[config.mk]
export PLATFORM = sky130hd
export DESIGN_NAME = wdata_chan_mngr
export DESIGN_NICKNAME = d
export VERILOG_FILES = /design/src/rtl/wd_defs.sv /design/src/rtl/wd_cmd_fifo.sv /design/src/rtl/wdata_chan_mngr.sv
export SDC_FILE = /design/constraint.sdc
export NUM_CORES = 1
export LEC_CHECK = 0
export ABC_AREA = 1
export CORE_ASPECT_RATIO = 1.4
export CORE_MARGIN = 10
export CORE_UTILIZATION = 48
export CTS_BUF_LIST = sky130_fd_sc_hd__clkbuf_4 sky130_fd_sc_hd__clkbuf_8 sky130_fd_sc_hd__clkbuf_16
export DETAILED_ROUTE_END_ITERATION = 8
export GPL_TIMING_DRIVEN = 0
export PLACE_DENSITY = 0.79
export SLEW_MARGIN = 0
export SYNTH_ARGS = -nofsm -noshare
export SYNTH_HDL_FRONTEND = slang
export SYNTH_HIERARCHICAL = 1
export SYNTH_SLANG_ARGS = --single-unit
[constraint.sdc]
create_clock -name clk -period 2.29 [get_ports clk]
set_clock_uncertainty 0.05 [all_clocks]
set_input_delay 0.3435 -clock clk [delete_from_list [all_inputs] [get_ports clk]]
set_output_delay 0.3435 -clock clk [all_outputs]
set_load 0.01 [all_outputs]
[src/rtl/wd_defs.sv]
// Shared definitions for the AXI write-data channel manager:
// FSM encodings, default widths and the queued command entry.
package wd_defs;

  localparam int DATA_W_DEF = 32;
  localparam int ID_W_DEF   = 4;
  localparam int LEN_W_DEF  = 4;

  typedef enum logic [1:0] {
    IDLE = 2'd0,
    DATA = 2'd1,
    WAIT = 2'd2,
    DEFO = 2'd3
  } wd_state_e;

  typedef struct packed {
    logic [ID_W_DEF-1:0]  id;
    logic [LEN_W_DEF-1:0] len;
  } wd_cmd_t;

endpackage

[src/rtl/wd_cmd_fifo.sv]
// Two-entry command FIFO holding {id,len} of accepted write addresses.
// Head is read combinationally, so a push and a pop may share a cycle even when full.
module wd_cmd_fifo #(
  parameter int W = 8
) (
  input  logic         clk,
  input  logic         rst_n,
  input  logic         push,
  input  logic [W-1:0] din,
  input  logic         pop,
  output logic [W-1:0] dout,
  output logic         full,
  output logic         empty
);

  logic [W-1:0] mem [2];
  logic         wr_ptr;
  logic         rd_ptr;
  logic [1:0]   count;

  always_ff @(posedge clk or negedge rst_n) begin
    if (!rst_n) begin
      mem[0] <= '0;
      mem[1] <= '0;
      wr_ptr <= 1'b0;
      rd_ptr <= 1'b0;
      count  <= 2'd0;
    end else begin
      if (push) begin
        mem[wr_ptr] <= din;
        wr_ptr      <= ~wr_ptr;
      end
      if (pop) rd_ptr <= ~rd_ptr;
      case ({push, pop})
        2'b10:   count <= count + 2'd1;
        2'b01:   count <= count - 2'd1;
        default: ;
      endcase
    end
  end

  assign dout  = mem[rd_ptr];
  assign full  = (count == 2'd2);
  assign empty = (count == 2'd0);

endmodule

[src/rtl/wdata_chan_mngr.sv]
// Master-side AXI W channel manager: streams queued bursts from the source onto W,
// reports each burst's completion and holds off the next burst until its response.
//
// state | meaning
// IDLE  | no burst active; pop next command when one is queued
// DATA  | streaming beats of the current burst through the output register
// WAIT  | last beat sent; waiting for finish_wresp of this burst
// DEFO  | protocol error seen; sticky until reset
module wdata_chan_mngr
  import wd_defs::*;
#(
  parameter int DATA_W = DATA_W_DEF,
  parameter int ID_W   = ID_W_DEF,
  parameter int LEN_W  = LEN_W_DEF
) (
  input  logic                clk,
  input  logic                rst_n,
  input  logic                start_wd,
  input  logic [ID_W-1:0]     start_id,
  input  logic [LEN_W-1:0]    start_len,
  output logic                cmd_full,
  input  logic                src_valid,
  output logic                src_ready,
  input  logic [DATA_W-1:0]   src_data,
  input  logic [DATA_W/8-1:0] src_strb,
  output logic                wvalid,
  input  logic                wready,
  output logic [DATA_W-1:0]   wdata,
  output logic [DATA_W/8-1:0] wstrb,
  output logic                wlast,
  output logic [ID_W-1:0]     wid,
  output logic                finish_wd,
  output logic [ID_W-1:0]     finish_id,
  input  logic                finish_wresp,
  output logic                err
);

  wd_state_e        state;
  logic             fifo_full;
  logic             fifo_empty;
  logic             push;
  logic             pop;
  logic             overflow;
  logic             load;
  logic             beat_done;
  logic [ID_W-1:0]  head_id;
  logic [LEN_W-1:0] head_len;
  logic [LEN_W-1:0] len_r;
  logic [LEN_W:0]   fetch_cnt;

  assign pop       = (state == IDLE) && !fifo_empty;
  assign overflow  = start_wd && fifo_full && !pop;
  assign push      = start_wd && (state != DEFO) && (!fifo_full || pop);
  assign cmd_full  = fifo_full || (state == DEFO);
  assign src_ready = (state == DATA) && (fetch_cnt <= {1'b0, len_r}) && (!wvalid || wready);
  assign load      = src_valid && src_ready;
  assign beat_done = wvalid && wready;

  wd_cmd_fifo #(.W(ID_W + LEN_W)) u_cmd_fifo (
    .clk   (clk),
    .rst_n (rst_n),
    .push  (push),
    .din   ({start_id, start_len}),
    .pop   (pop),
    .dout  ({head_id, head_len}),
    .full  (fifo_full),
    .empty (fifo_empty)
  );

  always_ff @(posedge clk or negedge rst_n) begin
    if (!rst_n) begin
      state     <= IDLE;
      len_r     <= '0;
      fetch_cnt <= '0;
      wvalid    <= 1'b0;
      wdata     <= '0;
      wstrb     <= '0;
      wlast     <= 1'b0;
      wid       <= '0;
      finish_wd <= 1'b0;
      finish_id <= '0;
      err       <= 1'b0;
    end else begin
      finish_wd <= 1'b0;
      // A stray response or a push into a full queue poisons the channel.
      if (overflow || (finish_wresp && state != WAIT)) begin
        state  <= DEFO;
        err    <= 1'b1;
        wvalid <= 1'b0;
      end else begin
        case (state)
          IDLE: begin
            if (!fifo_empty) begin
              wid       <= head_id;
              len_r     <= head_len;
              fetch_cnt <= '0;
              state     <= DATA;
            end
          end
          DATA: begin
            if (load) begin
              wdata     <= src_data;
              wstrb     <= src_strb;
              wvalid    <= 1'b1;
              wlast     <= (fetch_cnt == {1'b0, len_r});
              fetch_cnt <= fetch_cnt + (LEN_W+1)'(1);
            end else if (beat_done) begin
              wvalid <= 1'b0;
            end
            if (beat_done && wlast) begin
              finish_wd <= 1'b1;
              finish_id <= wid;
              state     <= WAIT;
            end
          end
          WAIT: begin
            if (finish_wresp) state <= IDLE;
          end
          DEFO: begin
            err    <= 1'b1;
            wvalid <= 1'b0;
          end
          default: state <= DEFO;
        endcase
      end
    end
  end

endmodule

# Word-level counts from Yosys, hierarchy flattened
# Index checks and enable logic that the tools add are counted.
[totals] out_inout_bits=50 input_bits=50 ff_bits=79 wordCells=101
[classes] order_cmp=4 n_eq_ne=15 n_reduce_logical=33 n_addsub=3 muxes=24 n_bitwise=6
[op_table] op="8-bit 2-to-1 mux" count=4
[op_table] op="16-bit bitwise mux" count=1
[op_table] op="1-bit logical AND" count=12
[op_table] op="5-bit 2-to-1 mux" count=2
[op_table] op="5-bit one-hot mux with 2 select lines" count=1
[op_table] op="3-bit AND reduction" count=3
[op_table] op="8-bit demux with 1-bit select" count=1
[op_table] op="2-bit equality test, second input constant" count=4
[op_table] op="1-bit 2-to-1 mux" count=8
[op_table] op="2-bit 2-to-1 mux" count=4
[op_table] op="2-bit != test, second input constant" count=4
[op_table] op="4-bit AND reduction" count=2
[op_table] op="2-bit one-hot mux with 3 select lines" count=1
[op_table] op="2-bit nonzero test" count=3
[op_table] op="5-bit by 1-bit adder with 5-bit output, second input constant" count=1
[op_table] op="5-bit by 4-bit equality test with 1-bit output" count=1
[op_table] op="5-bit by 4-bit less-or-equal comparator with 1-bit output" count=1
[op_table] op="2-bit by 1-bit equality test with 1-bit output, second input constant" count=2
[op_table] op="2-bit greater-or-equal comparator, second input constant" count=2
[op_table] op="1-bit zero test" count=4
[op_table] op="2-bit zero test" count=2
[op_table] op="1-bit logical OR" count=4
[op_table] op="4-bit by 3-bit != test with 1-bit output, second input constant" count=1
[op_table] op="1-bit inverter" count=4
[op_table] op="12 further kinds" count=13

# Depth between registers and ports, before layout
[logic_depth] ltp_word=8 ltp_mapped=13 depth_no_buf=13

# Hierarchy
# The synthesis kept the hierarchy.
[by_module_without_submodules] mod="wdata_chan_mngr" cells_each=324 instances=1 seq_area_each_um2=1476.4 area_each_um2=2765.2
[by_module_without_submodules] mod="wd_cmd_fifo" cells_each=109 instances=1 seq_area_each_um2=500.5 area_each_um2=947.2

# Least setup slack after synthesis
# No wires, ideal clock.
[synth_timing] kind="reg-to-reg" from="register state[0]" to="register u_cmd_fifo/mem[11] in the netlist's numbering" n_path_buf=2 setup_time_ns=0.117 stages_incl_launch_ff=13 synth_period_minus_slack_ns=1.882 slack_ns=0.408 t_arrival_ns=1.715 required_time_ns=2.123 cell_sequence="dfrtp_1 -> inv_1 -> ha_1 -> inv_2 -> nor2_4 -> inv_1 -> a21oi_1 -> inv_2 -> or2_1 -> buf_6 -> buf_12 -> nand2_2 -> o21ai_2"
[synth_between] elab_chain_cells=4 word_cells_on_any_way=6 classes_between="eq/ne (1); reduce/logical (5)"
[synth_rtl] element="start: declaration" line_no="wdata_chan_mngr.sv:38" rtl="wd_state_e state;"
[synth_rtl] element="start signal: assignment" line_no="wdata_chan_mngr.sv:72" rtl="state <= IDLE;"
[synth_rtl] element="start signal: assignment" line_no="wdata_chan_mngr.sv:87" rtl="state <= DEFO;"
[synth_rtl] element="start signal: assignment" line_no="wdata_chan_mngr.sv:97" rtl="state <= DATA;"
[synth_rtl] element="2-bit zero test" line_no="wdata_chan_mngr.sv:51" rtl="assign pop = (state == IDLE) && !fifo_empty;"
[synth_rtl] element="1-bit logical AND" line_no="wdata_chan_mngr.sv:51"
[synth_rtl] element="via pop" line_no="wdata_chan_mngr.sv:42" rtl="logic pop;"
[synth_rtl] element="1-bit logical OR" line_no="wdata_chan_mngr.sv:53" rtl="assign push = start_wd && (state != DEFO) && (!fifo_full || pop);"
[synth_rtl] element="1-bit logical AND" line_no="wdata_chan_mngr.sv:53"
[synth_rtl] element="via push" line_no="wdata_chan_mngr.sv:41" rtl="logic push;"
[synth_rtl] element="end signal: indexed assignment" line_no="wd_cmd_fifo.sv:30" rtl="mem[wr_ptr] <= din;"
[synth_rtl] element="end: declaration" line_no="wd_cmd_fifo.sv:16" rtl="logic [W-1:0] mem [2];"
# The timed path passes the listed nets, and every way through them passes these cells.
# A chain may end at the register's enable or synchronous reset.

# Worst setup path after layout
[layout_timing] from="register fetch_cnt[1]" to="output src_ready"
[layout_between] elab_chain_cells=3
[layout_rtl] element="start: declaration" line_no="wdata_chan_mngr.sv:49" rtl="logic [LEN_W:0] fetch_cnt;"
[layout_rtl] element="start signal: assignment" line_no="wdata_chan_mngr.sv:106" rtl="fetch_cnt <= fetch_cnt + (LEN_W+1)'(1);"
[layout_rtl] element="5-bit by 4-bit less-or-equal comparator with 1-bit output" line_no="wdata_chan_mngr.sv:55" rtl="assign src_ready = (state == DATA) && (fetch_cnt <= {1'b0, len_r}) && (!wvalid || wready);"
[layout_rtl] element="1-bit logical AND (2 in series)" line_no="wdata_chan_mngr.sv:55"
[layout_rtl] element="end: declaration" line_no="wdata_chan_mngr.sv:23" rtl="output logic src_ready,"
# No other way between the ends.

==> metrics.csv <==
stage;metric;value;unit
synth;netlist_instances;433;
layout;nets;606;
place;place_worst_setup_slack;-0.0962;ns
power_and_ir_drop;p_switching;2570;uW
layout;diodes;0;
place;port_buffers;99;
cts;numCtsBuffers;9;
synth;synth-edff-count;0;
synth;synth-simple-area-share;20.6;%
floorplan;die_h;124;um
power_and_ir_drop;pwr-share-clk;14.5;%
grt;grt_overflow;0;
setup_path;setup.worst_path.start_class;flop;
floorplan;dieWidth;94.3;um
setup_path;critical_path_class;flop to output pin;
job;drv_cap;0;
drt;antenna_left;0;
sta;setup_tns;0;ns
cts;postCtsSetupBuffers;0;
sta;rsz0062_at_grt;no;
layout;fillCellCount;608;
setup_path;end_kind;output pin;
setup_path;crit_path_top_delay_cell;dfrtp_1;
floorplan;die-area;11700;um2
grt;grt_pass1_wl;15700;um
place;hpwl;7400;um
synth;yosysWarnings;6;
layout;final_cell_area;5070;um2
synth;synth_top_family_by_area;simple AND/OR/NAND/NOR gates;
floorplan;core_area;7450;um2
synth;ys_ff_latch;79;
drt;via_per_inst;4.98;
floorplan;boundaryPins;100;
synth;async_flop_share;100;%
synth;synth_mux_area_share;0.303;%
power_and_ir_drop;p_sw_share;39.6;%
layout;final_layout_size_suffix_gt1_share;11.3;%
sta;hold_ws;0.419;ns
synth;synth_compound_area_share;12.4;%
cts;clock_latency;0.36;ns
cts;cts_tree;yes;
min_path;worstHoldPathType;primary input to asynchronous set/reset pin;
grt;grt_max_degree;49;
sta;hold_viol;0;
synth;synth_top_area_share;53.3;%
grt;track_usage;16.8;%
synth;synth_top_area_cell;dfrtp_1;
cts;cts_htree_levels;3;
synth;synth_area_per_cell;8.57;um2
layout;regArea;1980;um2
synth;syn-cell-area;3710;um2
sta;maxSlewViolCount;0;
synth;synth_common_cells;nand2_1 (145), dfrtp_1 (79), o21ai_0 (53);
synth;synth-main-ff-cell;dfrtp_1;
drt;drt-total-wl;9550;um
drt;drc;0;
layout;fin_util;68.0;%
sta;post-route-period-util;93.8;%
drt;wl_per_cell;14.8;um
cts;clk_pin_slew_worst_paths;0.08;ns
setup_path;critPathMaxFanout;4;
layout;multi_input_area;1430;um2
grt;grt_pass1_vias;3279;
synth;synth_xor_area_share;0.708;%
setup_path;worstPathArrival;1.75;ns
sta;timing.fmax;466;MHz
layout;area_delta_synth_final;36.5;%
cts;clk_path_buf_depth;2;
floorplan;std_cell_rows;37;
floorplan;start_util;49.8;%
grt;antenna_found_initial;0;
drt;drt_iter0_markers;164;
synth;syn-num-nets;494;
synth;synth.most_common_cell;nand2_1;
power_and_ir_drop;intPower;3920;uW
cts;cts-root-buf;clkbuf_8;
sta;final-setup-viol-count;0;
drt;dr.pass1.iters;5;
sta;fin_crit;2.15;ns
outcome;status;finished clean;
power_and_ir_drop;peakVddDrop;0.000646;V
setup_path;cp_cell_sequence;ha_1 -> inv_1 -> nor2_1 -> nand3_2 -> a21boi_2 -> clkbuf_2;
power_and_ir_drop;p_leak;0.00252;uW
synth;ys_types;33;
synth;synth-seq-area-share;53.3;%
power_and_ir_drop;p_per_area;1280;nW/um2
synth;synthAdderAreaFrac;3.71;%
sta;finalWorstSetupSlack;0.143;ns
place;post_dp_cell_area;4850;um2
sta;slew_headroom;71.3;%
setup_path;slowest_delay;0.44;ns
setup_path;worstPathRequired;1.90;ns
power_and_ir_drop;power_frac_comb;49.2;%
power_and_ir_drop;p_seq_share;36.3;%
drt;vias;3220;
place;gp_congestion;0.845;
cts;cts.sinks;79;
synth;synth.top_cells.by_area;dfrtp_1 (53%), nand2_1 (15%), o21ai_0 (7.1%), inv_1 (4.9%), ha_1 (3.7%);
sta;worst_pin_slew;0.430;ns
## cells in the final DEF, fill, tap and decap left out, types with 4 or more instances in the layout
master           instances
a21oi_1                  8
buf_2                    4
buf_6                    5
clkbuf_1                 5
clkbuf_8                10
clkdlybuf4s50_1         96
dfrtp_1                 78
ha_1                    10
inv_1                   48
inv_2                    4
nand2_1                144
nand2_2                  4
nand3_1                 10
nor2_1                  17
o21ai_0                 53
o21ai_1                  7
o21ai_2                  8
## path summary, 6_finish.rpt
| path | start | to | slack (ns) | cells past startpoint |
|---|---|---|---|---|
| min reg2reg | u_cmd_fifo/mem[13] | u_cmd_fifo/mem[13] | 0.43 | 2 |
| min in group clk | u_cmd_fifo/mem[13] | u_cmd_fifo/mem[13] | 0.43 | 2 |
| max reg2reg | state[1] | u_cmd_fifo/mem[11] | 0.16 | 12 |
| max in group asynchronous | rst_n | finish_id[0] | 1.21 | 3 |
| max | fetch_cnt[1] | src_ready | 0.14 | 6 |
| min | rst_n | wdata[19] | 0.42 | 2 |
## kinds of logic (layout without fill, tap and decap cells)
family,count (synthesis),in the layout
compound gates,82,82
flops,79,79
mux,1,1
buf+inv,70,187
fa+ha+maj,11,11
simple gates,187,187
xor+xnor,3,3
## power groups by stage
stage / logic [uW] / clock network, uW / registers (uW)
2_1_floorplan: 1630 / 0 / 2490
3_3_place_gp: 3080 / 0 / 2340
3_5_place_dp: 3180 / 0 / 2360
4_1_cts: 3220 / 959 / 2340
5_1_grt: 3570 / 1020 / 2420
6_report: 3190 / 943 / 2350
## flip-flops by register name, indices dropped and copies added, names as in the netlist, 2 cells and up
| register | cells |
|---|---|
| len_r | 4 |
| wdata | 32 |
| fetch_cnt | 5 |
| u_cmd_fifo/count | 2 |
| finish_id | 4 |
| wid | 4 |
| wstrb | 4 |
| u_cmd_fifo/mem | 16 |
| state | 2 |
## through the flow
step	cells	power, uW
2_1_floorplan	433	4120
3_3_place_gp	629	5420
3_5_place_dp	630	5550
4_1_cts	647	6530
5_1_grt	647	7010
6_report	647	6490
## cell type report
| type | count | area share (%) |
|---|---|---|
| tap | 97 | 2.40 |
| inverter | 52 | 3.85 |
| sequential | 79 | 39.0 |
| clock buffer | 11 | 2.86 |
| clock inverter | 5 | 0.667 |
| buffer | 18 | 2.82 |
| timing repair buffer | 101 | 20.2 |
| multi-input combinational | 284 | 28.2 |
## what timing repair did
action,CTS,global route
gates resized for setup,7,7
pin swaps,0,0
hold buffers,1,0
endpoints found under the hold margin,31,0
endpoints found under the setup margin,1,7
## critical path, delay by kind of cell (launching register included)
| kind | cells | cell delay (ns) |
|---|---|---|
| adder cells (fa/ha/maj) | 1 | 0.30 |
| flip-flops | 1 | 0.44 |
| AO/OA/AOI/OAI | 1 | 0.18 |
| AND/OR/NAND/NOR | 2 | 0.28 |
| buffers and inverters | 2 | 0.19 |
## metal layers
layer  track usage [%]  up-vias  share of wire (%)
li1                  -     1584                  -
met1              18.5     1522                 40
met5                 0        -                  0
met3              4.64       14                8.3
met4              7.24        0                1.7
met2              29.6      100                 50
Note: power is estimated with default switching activity, not from simulation.
